`src/rtl/arm_ctrl_pkg.sv`:
```
// rtl/arm_ctrl_pkg.sv - shared types and encodings for the multicycle ARM control unit
package arm_ctrl_pkg;

  typedef enum logic [3:0] {
    S_FETCH, S_DECODE, S_MEMADR, S_MEMRD, S_MEMWB,
    S_MEMWR, S_EXECR, S_EXECI, S_ALUWB, S_BRANCH
  } state_t;

  localparam logic [1:0] OP_DP  = 2'b00;
  localparam logic [1:0] OP_MEM = 2'b01;
  localparam logic [1:0] OP_B   = 2'b10;
  localparam logic [1:0] OP_NOP = 2'b11;

  // Shared with the extend unit; the encoding must stay in step with it.
  localparam logic [1:0] IMM_DP  = 2'b00;
  localparam logic [1:0] IMM_MEM = 2'b01;
  localparam logic [1:0] IMM_B   = 2'b10;

  localparam logic [1:0] ALU_ADD = 2'b00;
  localparam logic [1:0] ALU_SUB = 2'b01;
  localparam logic [1:0] ALU_AND = 2'b10;
  localparam logic [1:0] ALU_ORR = 2'b11;

  localparam logic [3:0] CMD_AND = 4'b0000;
  localparam logic [3:0] CMD_SUB = 4'b0010;
  localparam logic [3:0] CMD_ADD = 4'b0100;
  localparam logic [3:0] CMD_CMP = 4'b1010;
  localparam logic [3:0] CMD_ORR = 4'b1100;

  localparam logic [3:0] COND_EQ = 4'b0000;
  localparam logic [3:0] COND_NE = 4'b0001;
  localparam logic [3:0] COND_CS = 4'b0010;
  localparam logic [3:0] COND_CC = 4'b0011;
  localparam logic [3:0] COND_MI = 4'b0100;
  localparam logic [3:0] COND_PL = 4'b0101;
  localparam logic [3:0] COND_VS = 4'b0110;
  localparam logic [3:0] COND_VC = 4'b0111;
  localparam logic [3:0] COND_HI = 4'b1000;
  localparam logic [3:0] COND_LS = 4'b1001;
  localparam logic [3:0] COND_GE = 4'b1010;
  localparam logic [3:0] COND_LT = 4'b1011;
  localparam logic [3:0] COND_GT = 4'b1100;
  localparam logic [3:0] COND_LE = 4'b1101;
  localparam logic [3:0] COND_AL = 4'b1110;

  // flags are packed {N,Z,C,V}; the never-condition 1111 falls to the default.
  function automatic logic cond_eval(input logic [3:0] cond, input logic [3:0] flags);
    logic n, z, c, v, res;
    {n, z, c, v} = flags;
    case (cond)
      COND_EQ: res = z;
      COND_NE: res = ~z;
      COND_CS: res = c;
      COND_CC: res = ~c;
      COND_MI: res = n;
      COND_PL: res = ~n;
      COND_VS: res = v;
      COND_VC: res = ~v;
      COND_HI: res = c & ~z;
      COND_LS: res = ~c | z;
      COND_GE: res = (n == v);
      COND_LT: res = (n != v);
      COND_GT: res = ~z & (n == v);
      COND_LE: res = z | (n != v);
      COND_AL: res = 1'b1;
      default: res = 1'b0;
    endcase
    return res;
  endfunction

endpackage

```
`src/rtl/cond_logic.sv`:
```
// rtl/cond_logic.sv - condition flag register, condition check and write-enable gating
module cond_logic
  import arm_ctrl_pkg::*;
(
  input  logic       clk,
  input  logic       reset,
  input  logic [3:0] cond,
  input  logic [3:0] aluflags,
  input  logic [1:0] flagw,
  input  logic       pcs,
  input  logic       nextpc,
  input  logic       regw,
  input  logic       memw,
  output logic       pcwrite,
  output logic       regwrite,
  output logic       memwrite
);

  logic [3:0] flags;
  logic       condex;

  assign condex = cond_eval(cond, flags);

  always_ff @(posedge clk or posedge reset) begin
    if (reset) begin
      flags <= 4'b0000;
    end else begin
      if (flagw[1] && condex) flags[3:2] <= aluflags[3:2];
      if (flagw[0] && condex) flags[1:0] <= aluflags[1:0];
    end
  end

  // Enables are held low while reset is asserted so no pending write escapes.
  assign pcwrite  = ~reset & (nextpc | (pcs & condex));
  assign regwrite = ~reset & regw & condex;
  assign memwrite = ~reset & memw & condex;

endmodule

```
`src/rtl/multicycle_controller.sv`:
```
// rtl/multicycle_controller.sv - multicycle ARM main FSM and decoder
// Optional CMP support (SUB, flags only, no writeback) when CTRL_CMP_EN is defined.
module multicycle_controller
  import arm_ctrl_pkg::*;
(
  input  logic       clk,
  input  logic       reset,
  input  logic [3:0] Cond,
  input  logic [1:0] Op,
  input  logic [5:0] Funct,
  input  logic [3:0] Rd,
  input  logic [3:0] ALUFlags,
  output logic       PCWrite,
  output logic       MemWrite,
  output logic       RegWrite,
  output logic       IRWrite,
  output logic       AdrSrc,
  output logic       ALUSrcA,
  output logic [1:0] ALUSrcB,
  output logic [1:0] ResultSrc,
  output logic [1:0] ImmSrc,
  output logic [1:0] RegSrc,
  output logic [1:0] ALUControl
);

  state_t     state, state_next;
  logic [3:0] cmd;
  logic [1:0] alu_dp, flagw_dp, flagw;
  logic       nowrite, nextpc, pcs, regw, memw, irw, rd_pc;

  assign cmd    = Funct[4:1];
  assign rd_pc  = (Rd == 4'hF);
  assign RegSrc = {Op == OP_MEM, Op == OP_B};
  assign IRWrite = irw & ~reset;

  always_comb begin
    case (Op)
      OP_DP:   ImmSrc = IMM_DP;
      OP_MEM:  ImmSrc = IMM_MEM;
      OP_B:    ImmSrc = IMM_B;
      default: ImmSrc = Op;
    endcase
  end

  always_ff @(posedge clk or posedge reset) begin
    if (reset) state <= S_FETCH;
    else       state <= state_next;
  end

  always_comb begin
    state_next = S_FETCH;
    case (state)
      S_FETCH:  state_next = S_DECODE;
      S_DECODE: begin
        case (Op)
          OP_MEM:  state_next = S_MEMADR;
          OP_DP:   state_next = Funct[5] ? S_EXECI : S_EXECR;
          OP_B:    state_next = S_BRANCH;
          OP_NOP:  state_next = S_FETCH;
          default: state_next = S_FETCH;
        endcase
      end
      S_MEMADR: state_next = Funct[0] ? S_MEMRD : S_MEMWR;
      S_MEMRD:  state_next = S_MEMWB;
      S_EXECR:  state_next = S_ALUWB;
      S_EXECI:  state_next = S_ALUWB;
      default:  state_next = S_FETCH;
    endcase
  end

  always_comb begin
    alu_dp  = ALU_ADD;
    nowrite = 1'b0;
    case (cmd)
      CMD_ADD: alu_dp = ALU_ADD;
      CMD_SUB: alu_dp = ALU_SUB;
      CMD_AND: alu_dp = ALU_AND;
      CMD_ORR: alu_dp = ALU_ORR;
`ifdef CTRL_CMP_EN
      CMD_CMP: begin
        alu_dp  = ALU_SUB;
        nowrite = 1'b1;
      end
`else
      CMD_CMP: alu_dp = ALU_ADD;
`endif
      default: alu_dp = ALU_ADD;
    endcase
    // Logical ops leave C and V alone.
    if (nowrite)       flagw_dp = 2'b11;
    else if (Funct[0]) flagw_dp = (alu_dp == ALU_AND || alu_dp == ALU_ORR) ? 2'b10 : 2'b11;
    else               flagw_dp = 2'b00;
  end

  always_comb begin
    nextpc     = 1'b0;
    pcs        = 1'b0;
    regw       = 1'b0;
    memw       = 1'b0;
    irw        = 1'b0;
    flagw      = 2'b00;
    AdrSrc     = 1'b0;
    ALUSrcA    = 1'b0;
    ALUSrcB    = 2'b00;
    ResultSrc  = 2'b00;
    ALUControl = ALU_ADD;
    case (state)
      S_FETCH: begin
        nextpc    = 1'b1;
        irw       = 1'b1;
        ALUSrcA   = 1'b1;
        ALUSrcB   = 2'b10;
        ResultSrc = 2'b10;
      end
      S_DECODE: begin
        ALUSrcA   = 1'b1;
        ALUSrcB   = 2'b10;
        ResultSrc = 2'b10;
      end
      S_MEMADR: ALUSrcB = 2'b01;
      S_MEMRD:  AdrSrc  = 1'b1;
      S_MEMWR: begin
        AdrSrc = 1'b1;
        memw   = 1'b1;
      end
      S_MEMWB: begin
        ResultSrc = 2'b01;
        pcs       = rd_pc;
        regw      = ~rd_pc;
      end
      S_EXECR, S_EXECI: begin
        ALUSrcB    = (state == S_EXECI) ? 2'b01 : 2'b00;
        ALUControl = alu_dp;
        flagw      = flagw_dp;
      end
      S_ALUWB: begin
        pcs  = rd_pc;
        regw = ~rd_pc & ~nowrite;
      end
      S_BRANCH: begin
        ALUSrcB   = 2'b01;
        ResultSrc = 2'b10;
        pcs       = 1'b1;
      end
      default: ;
    endcase
  end

  cond_logic u_cond (
    .clk      (clk),
    .reset    (reset),
    .cond     (Cond),
    .aluflags (ALUFlags),
    .flagw    (flagw),
    .pcs      (pcs),
    .nextpc   (nextpc),
    .regw     (regw),
    .memw     (memw),
    .pcwrite  (PCWrite),
    .regwrite (RegWrite),
    .memwrite (MemWrite)
  );

endmodule

```
`config.mk`:
```
export PLATFORM = sky130hd
export DESIGN_NAME = multicycle_controller
export DESIGN_NICKNAME = d
export VERILOG_FILES = /design/src/rtl/arm_ctrl_pkg.sv /design/src/rtl/cond_logic.sv /design/src/rtl/multicycle_controller.sv
export SDC_FILE = /design/constraint.sdc
export NUM_CORES = 1
export LEC_CHECK = 0
export CORE_AREA = 2 2 39 41
export CTS_CLUSTER_SIZE = 8
export DETAILED_ROUTE_END_ITERATION = 16
export DIE_AREA = 0 0 41 43
export DONT_BUFFER_PORTS = 1
export PLACE_DENSITY = 0.74
export SKIP_CTS_REPAIR_TIMING = 1
export SLEW_MARGIN = 20
export SYNTH_ARGS = -nofsm -noshare
export SYNTH_HDL_FRONTEND = slang
export SYNTH_SLANG_ARGS = --single-unit
export TNS_END_PERCENT = 20
```
`constraint.sdc`:
```
create_clock -name clk -period 2.48 [get_ports clk]
set_input_delay 0.124 -clock clk [delete_from_list [all_inputs] [get_ports clk]]
set_output_delay 0.124 -clock clk [all_outputs]
set_load 0.05 [all_outputs]
```
==> reports/results.txt, run 1 <==
result of the run: finished clean
Net Count, Synth: 117
power per cell area: 1350 nW/um^2
DP Cell Count: 114
Setup crit end kind: output port
crit path max fanout: 4
full die area: 1760 um^2
Std-Cell Rows: 14
Leakage Power: 0.390 nW
total count of hold-check failures in the final report: 0
Min-Delay Path Depth: 1
Period Utilization, post-route: 88.8%
async set or reset register ratio after synthesis: 100%
final critical path time including I/O delays and setup: 2.20 ns
post-route DRC violation count: 0
Area Overhead vs Synth: 19.0%
endpoint of the worst-slack reg-to-reg timing path: u_cond.flags[0]$_DFFE_PP0P_
worst setup slack before clock tree synthesis: 0.561 ns
share of cells above drive strength 1: 21.4%
arrival time of the worst setup path: 2.08 ns
DR iter-0 viols: 9
total power: 0.00121 W
worst slew pin tran: 0.941 ns
DIE WIDTH: 41 um
switching pwr: 0.000700 W
most common cell after layout, fill and taps aside: sky130_fd_sc_hd__nor2_1
Final WS setup: 0.278 ns
I/O Buffers: 0
Max Fclk: 454 MHz
Die Y-Extent: 43 um
Total Routing Usage GR: 22.3%
number of maximum-capacitance constraint violations: 0
Critical R2R Launch: u_cond.flags[0]$_DFFE_PP0P_
synthesis-stage register bit count: 8
TritonCTS Buffers: 3
fin nets: 127
Unique masters post-synth: 40
Internal Dissipation: 0.000508 W
number of antenna violations at the first check in global routing: 0
Final Wtd Congestion: 0.836
number of global-route vias before repair: 650
class of the most critical setup path: reg2out
Clk network pwr share: 8.0%
final design area excluding fillers: 893 um^2
I/O pins: 38
CTS H-tree depth: 1
worst setup slack for register-to-register paths: 0.62 ns
length of the first detailed-routing pass in iterations: 4
share of total power in combinational logic: 69.3%
max-slew headroom at the worst pin: 37.1%
cell area after placement: 851 um^2
endpoint with the worst hold slack: u_cond.flags[1]$_DFFE_PP0P_
remaining antenna violation count after routing: 0
VDD IR-drop max: 1.25 mV
core region area: 1380 um^2
clock transition at the register clock pins on the worst setup and hold paths after CTS: 0.05 ns
number of vias per cell: 6.00
Hold Crit Start: ALUFlags[1]
power share of the sequential group: 22.7%
prevailing post-synth register cell: sky130_fd_sc_hd__dfrtp_1
HPWL Detailed: 1430 um
final count of negative-setup-slack endpoints: 0
largest buffer count on any clock path: 2
later-pin clock latency in the skew report: 0.25 ns
pin count of the biggest net entering global routing: 11
part of the Yosys area used for sequential elements: 26.7%
number of cells produced by synthesis: 95
clk sinks: 8
synthesis warning total: 0
non-filler cells in the finished layout: 119
worst-case reg-to-reg path depth: 5
WL/cell: 14.9 um
type of the worst min-delay path: in2reg
netlist area before placement: 751 um^2
Remaining Overflow, GRT: 0
number of enable flip-flop cells after synthesis: 0
post-synthesis average cell area: 7.90 um^2
buffer cell driving the clock tree root: sky130_fd_sc_hd__clkbuf_4
# diodes: 0
final clock skew: 0.00589 ns
vias after detailed routing: 714
final core utilization: 64.6%
count of final max-slew check failures: 0
starting utilization of the core area: 54.2%
Post-Route WL: 1780 um
unrepaired setup endpoints after global routing: false
commonest cells after routing, fill and taps aside: sky130_fd_sc_hd__nor2_1, sky130_fd_sc_hd__buf_4, sky130_fd_sc_hd__dfrtp_1
required time worst endpoint: 2.36 ns
first-pass GRT wire length: 2710 um
startpoint types: flip-flop
clock tree from TritonCTS: yes
switching share of power: 57.9%
-- metrics by stage --
stage	TNS [ns]	hold WS, ns
2_1_floorplan	-0.371	-0.0603
3_3_place_gp	0	-0.0360
3_5_place_dp	0	-0.0231
4_1_cts	0	-0.296
5_1_grt	0	0.00493
6_report	0	0.0121
-- Yosys cell counts (all sizes together), types with 2 or more instances --
cell    count  area, um^2
a211oi      2        20.0
a21oi       2        10.0
a31oi       2        12.5
and2        2        12.5
buf         3        23.8
clkbuf      5        18.8
dfrtp       8         200
inv         5        18.8
mux2        4        45.0
mux2i       5        50.1
nand2       4        15.0
nand2b      4        25.0
nand3       2        10.0
nand4       2        12.5
nor2       14        52.6
nor2b       3        18.8
nor3        4        20.0
nor4        2        12.5
o21ai       4        20.0
xor2        2        17.5
-- cell families after synthesis --
logic type	count (synthesis)	synth area share [%]
DFF	8	26.7
AOI/OAI and AO/OA	19	19.2
xor gates and xnor gates	3	3.50
muxes	9	12.7
and+or+nand+nor	43	29.8
buffers and inverters	13	8.17
-- registers in the layout, indices dropped and copies added (netlist names) --
name and cells:
u_cond.flags 4, state 4
-- layout make-up --
type | instances | area (um^2)
Clock buffer | 3 | 22.5
Fill cell | 122 | 490
Inverter | 5 | 18.8
Multi-Input combinational cell | 74 | 517
Sequential cell | 8 | 200
Tap cell | 16 | 20.0
Timing Repair Buffer | 13 | 115
-- power by group through the flow --
stage | Sequential [W] | Combinational, W | Clock, W
2_1_floorplan | 0.000217 | 0.000691 | 0
6_report | 0.000275 | 0.000838 | 0.0000964
3_3_place_gp | 0.000271 | 0.000810 | 0
5_1_grt | 0.000288 | 0.000878 | 0.000108
3_5_place_dp | 0.000277 | 0.000831 | 0
4_1_cts | 0.000274 | 0.000834 | 0.000101
-- how the worst max path moves through the flow --
| stage | start | end | slack, ns | cells past startpoint |
|---|---|---|---|---|
| after detailed placement | u_cond.flags[0]$_DFFE_PP0P_ | MemWrite | 0.56 | 6 |
| after global routing | u_cond.flags[3]$_DFFE_PP0P_ | MemWrite | 0.1 | 6 |
| after CTS | u_cond.flags[0]$_DFFE_PP0P_ | MemWrite | 0.29 | 6 |
| final | u_cond.flags[0]$_DFFE_PP0P_ | MemWrite | 0.28 | 6 |
| after global placement | u_cond.flags[0]$_DFFE_PP0P_ | MemWrite | 0.62 | 6 |
| after floorplan | u_cond.flags[0]$_DFFE_PP0P_ | MemWrite | -0.37 | 5 |
-- critical path, cell delays in order (launching register included) --
cell and delay, ns:
sky130_fd_sc_hd__dfrtp_1 0.41, sky130_fd_sc_hd__xor2_1 0.30, sky130_fd_sc_hd__mux2i_1 0.27, sky130_fd_sc_hd__o2111ai_2 0.15
sky130_fd_sc_hd__and3_1 0.22, sky130_fd_sc_hd__nor4_2 0.25, sky130_fd_sc_hd__buf_4 0.23
-- metal layers --
| metal | share of wire, % | global-route usage, % |
|---|---|---|
| met3 | 4.8 | 3.66 |
| met5 | 0 | 0 |
| met1 | 42 | 29.1 |
| met4 | 0.96 | 10.0 |
| met2 | 52 | 34.4 |
Note: power is estimated with default switching activity, not from simulation.
==> run 2, diff against run 1 <==
--- a/config.mk
+++ b/config.mk
@@ -5,15 +5,16 @@
 export SDC_FILE = /design/constraint.sdc
 export NUM_CORES = 1
 export LEC_CHECK = 0
-export CORE_AREA = 2 2 39 41
+export CORE_MARGIN = 2
+export CORE_UTILIZATION = 66
 export CTS_CLUSTER_SIZE = 8
 export DETAILED_ROUTE_END_ITERATION = 16
-export DIE_AREA = 0 0 41 43
 export DONT_BUFFER_PORTS = 1
-export PLACE_DENSITY = 0.74
+export PLACE_DENSITY = 0.84
 export SKIP_CTS_REPAIR_TIMING = 1
 export SLEW_MARGIN = 20
 export SYNTH_ARGS = -nofsm -noshare
 export SYNTH_HDL_FRONTEND = slang
+export SYNTH_HIERARCHICAL = 1
 export SYNTH_SLANG_ARGS = --single-unit
 export TNS_END_PERCENT = 20
==> run 2 against run 1 <==
Against the previous run: combinational power up 6.2%; synthesized cell count up 3.2%; count of clock-buffer cells in the layout unchanged; cell count up 1.7%; power up 7.7%; design area up 10%; critical path type unchanged; largest power group unchanged; highest routed layer is now met3.
==> reports/results.txt, run 2 <==
fin nets: 130 (+2.4%)
buffer cell driving the clock tree root: sky130_fd_sc_hd__clkbuf_4
synthesized-area fraction occupied by adder cells: 0% (unchanged)
total count of hold-check failures in the final report: 0 (unchanged)
startpoint types: flip-flop
part of the Yosys area used for sequential elements: 23.1% (-3.6 points)
total power: 0.00130 W (+7.7%)
unrepaired setup endpoints after global routing: false
share of synthesized area spent on multiplexers: 8.07% (-4.6 points)
VDD IR-drop max: 0.692 mV (-45%)
I/O pins: 38 (unchanged)
number of maximum-capacitance constraint violations: 0 (unchanged)
dominant cell type by area after synthesis: sky130_fd_sc_hd__dfrtp_1
number of global-route vias before repair: 590 (-9.2%)
Std-Cell Rows: 13 (-1)
worst-case reg-to-reg path depth: 6 (+1)
Net Count, Synth: 120 (+2.6%)
Area Overhead vs Synth: 13.5%
crit path max fanout: 6 (+2)
largest buffer count on any clock path: 2 (unchanged)
Setup crit end kind: output port
pin count of the biggest net entering global routing: 15 (+4)
power per cell area: 1320 nW/um^2 (-2.4%)
worst setup slack for register-to-register paths: 0.54 ns (-0.08 ns)
final count of negative-setup-slack endpoints: 0 (unchanged)
length of the first detailed-routing pass in iterations: 4 (unchanged)
result of the run: finished clean
vias after detailed routing: 732 (+2.5%)
Final WS setup: 0.127 ns (-0.151 ns)
later-pin clock latency in the skew report: 0.25 ns (about the same)
Total Routing Usage GR: 22.5% (+0.25 points)
I/O Buffers: 0 (unchanged)
HPWL Detailed: 1440 um (+0.83%)
post-route DRC violation count: 0 (unchanged)
async set or reset register ratio after synthesis: 100% (unchanged)
switching pwr: 0.000742 W (+5.9%)
cell with the most instances after synthesis: sky130_fd_sc_hd__nor2_1
Setup TNS: 0 ns (unchanged)
core region area: 1270 um^2 (-8.3%)
Internal Dissipation: 0.000560 W (+10%)
prevailing post-synth register cell: sky130_fd_sc_hd__dfrtp_1
class of the most critical setup path: reg2out
area share of the largest cell type after synthesis: 23.1% (-3.6 points)
beginning of the critical path: u_cond/flags[3]$_DFFE_PP0P_
share of cells above drive strength 1: 29.2% (+7.9 points)
number of enable flip-flop cells after synthesis: 0 (unchanged)
xor and xnor area share after synthesis: 5.04% (+1.5 points)
Commonest cells post-synth: sky130_fd_sc_hd__nor2_1, sky130_fd_sc_hd__dfrtp_1, sky130_fd_sc_hd__a21oi_1
required time worst endpoint: 2.36 ns (about the same)
power share of the sequential group: 24.1% (+1.4 points)
commonest cells after routing, fill and taps aside: sky130_fd_sc_hd__nor2_1, sky130_fd_sc_hd__buf_4, sky130_fd_sc_hd__dfrtp_1
count of final max-slew check failures: 0 (unchanged)
DIE WIDTH: 40.3 um (-1.8%)
final critical path time including I/O delays and setup: 2.35 ns (+0.151 ns)
arrival time of the worst setup path: 2.23 ns (+0.15 ns)
clock transition at the register clock pins on the worst setup and hold paths after CTS: 0.05 ns (about the same)
share of total power in combinational logic: 68.4% (-0.9 points)
Remaining Overflow, GRT: 0 (unchanged)
starting utilization of the core area: 68.4% (+14 points)
DR iter-0 viols: 8 (-1)
number of antenna violations at the first check in global routing: 0 (unchanged)
simple logic cell fraction of the synthesized area: 37.3% (+7.5 points)
share of the synthesized area in compound gates (AO/OA/AOI/OAI): 19.3% (+0.14 points)
Unique masters post-synth: 41 (+2.5%)
max-slew headroom at the worst pin: 38.0% (+0.85 points)
Period Utilization, post-route: 94.9% (+6.1 points)
cell types occupying the most area after synthesis: sky130_fd_sc_hd__dfrtp_1, sky130_fd_sc_hd__mux2_4, sky130_fd_sc_hd__nand2b_4, sky130_fd_sc_hd__nor2_1, sky130_fd_sc_hd__a21oi_1
Critical R2R Launch: u_cond/flags[3]$_DFFE_PP0P_
switching share of power: 57.0% (-0.96 points)
WL/cell: 15.6 um (+4.2%)
number of cells produced by synthesis: 98 (+3.2%)
full die area: 1620 um^2 (-8.0%)
remaining antenna violation count after routing: 0 (unchanged)
TritonCTS Buffers: 3 (unchanged)
Die Y-Extent: 40.3 um (-6.3%)
netlist area before placement: 868 um^2 (+16%)
Post-Route WL: 1880 um (+5.9%)
worst slew pin tran: 0.928 ns (-0.0127 ns)
Max Fclk: 425 MHz (-6.4%)
CTS H-tree depth: 1 (unchanged)
worst setup slack before clock tree synthesis: 0.421 ns (-0.140 ns)
type of the worst min-delay path: in2reg
combinational family with the most area after synthesis: simple AND/OR/NAND/NOR gates
registers with the most flip-flops: state: 4 flops, u_cond/flags: 4 flops
first-pass GRT wire length: 2460 um (-9.4%)
final clock skew: 0.00302 ns (-0.00287 ns)
endpoint of the worst-slack reg-to-reg timing path: u_cond/flags[1]$_DFFE_PP0P_
Clk network pwr share: 7.6% (-0.4 points)
clk sinks: 8 (unchanged)
number of vias per cell: 6.05 (+0.83%)
synthesis warning total: 6 (+6)
post-synthesis average cell area: 8.86 um^2 (+12%)
# diodes: 0 (unchanged)
Leakage Power: 0.430 nW (+10%)
synthesis-stage register bit count: 8 (unchanged)
endpoint of the most critical setup path: PCWrite
Final Wtd Congestion: 0.658 (-21%)
clock tree from TritonCTS: yes
run 2: cell count changes after synthesis, sizes merged, moves of 3 or more:
cell    delta
nor3b      +3
mux2i      -4
a21oi      +4
clkbuf     -3
nor2       -3
run 2: cell type report:
class,count,area [um^2]
multi-input cells,78,631
clock buffers,3,22.5
repair buffers,12,95.1
flip-flops and latches,8,200
fillers,98,283
well taps,15,18.8
inverters,5,18.8
run 2: worst max-delay path: stages (launching register included):
cell and delay (ns):
sky130_fd_sc_hd__dfrtp_1 0.44, sky130_fd_sc_hd__nand3b_1 0.13, sky130_fd_sc_hd__a21oi_1 0.07, sky130_fd_sc_hd__or4b_1 0.51
sky130_fd_sc_hd__o2111a_2 0.22, sky130_fd_sc_hd__and2b_1 0.20, sky130_fd_sc_hd__o21a_1 0.41
run 2: power groups by stage:
stage,Clock [W],Sequential [W],Combinational [W]
after floorplan,0,0.000234,0.000825
after global placement,0,0.000304,0.000874
after detailed placement,0,0.000311,0.000888
after CTS,0.0000975,0.000310,0.000889
after global routing,0.000105,0.000325,0.000950
final,0.0000984,0.000313,0.000890
run 2: cells by family after synthesis:
family,count (synthesis)
compound gates,19
xor+xnor,5
buf+inv,12
flops,8
mux,5
simple gates,49
run 2: through the flow:
step           area [um^2]  util [%]  instances  hold slack [ns]
2_1_floorplan          868         -         98           -0.110
3_3_place_gp           943      74.4        116          -0.0997
3_5_place_dp           943      74.4        116          -0.0971
4_1_cts                966      76.1        119           -0.362
5_1_grt                986      77.7        121          0.00907
6_report               986      77.7        121           0.0177
run 2: routing by layer:
| metal | vias up | routed length, um | track usage [%] |
|---|---|---|---|
| met5 | - | 0 | 0 |
| met1 | 343 | 764 | 24.5 |
| li1 | 363 | - | - |
| met3 | 0 | 98 | 6.67 |
| met4 | 0 | 0 | 2.50 |
| met2 | 26 | 1020 | 43.5 |
run 2: worst min-delay path by stage:
| stage | from | endpoint | slack, ns | depth (start not counted) |
|---|---|---|---|---|
| final | ALUFlags[2] | u_cond/flags[2]$_DFFE_PP0P_ | 0.02 | 1 |
| after global placement | reset | state[0]$_DFF_PP0_ | -0.1 | 1 |
| after CTS | reset | state[0]$_DFF_PP0_ | -0.36 | 1 |
| after global routing | ALUFlags[2] | u_cond/flags[2]$_DFFE_PP0P_ | 0.009 | 1 |
| after floorplan | reset | state[0]$_DFF_PP0_ | -0.11 | 1 |
| after detailed placement | reset | state[0]$_DFF_PP0_ | -0.1 | 1 |
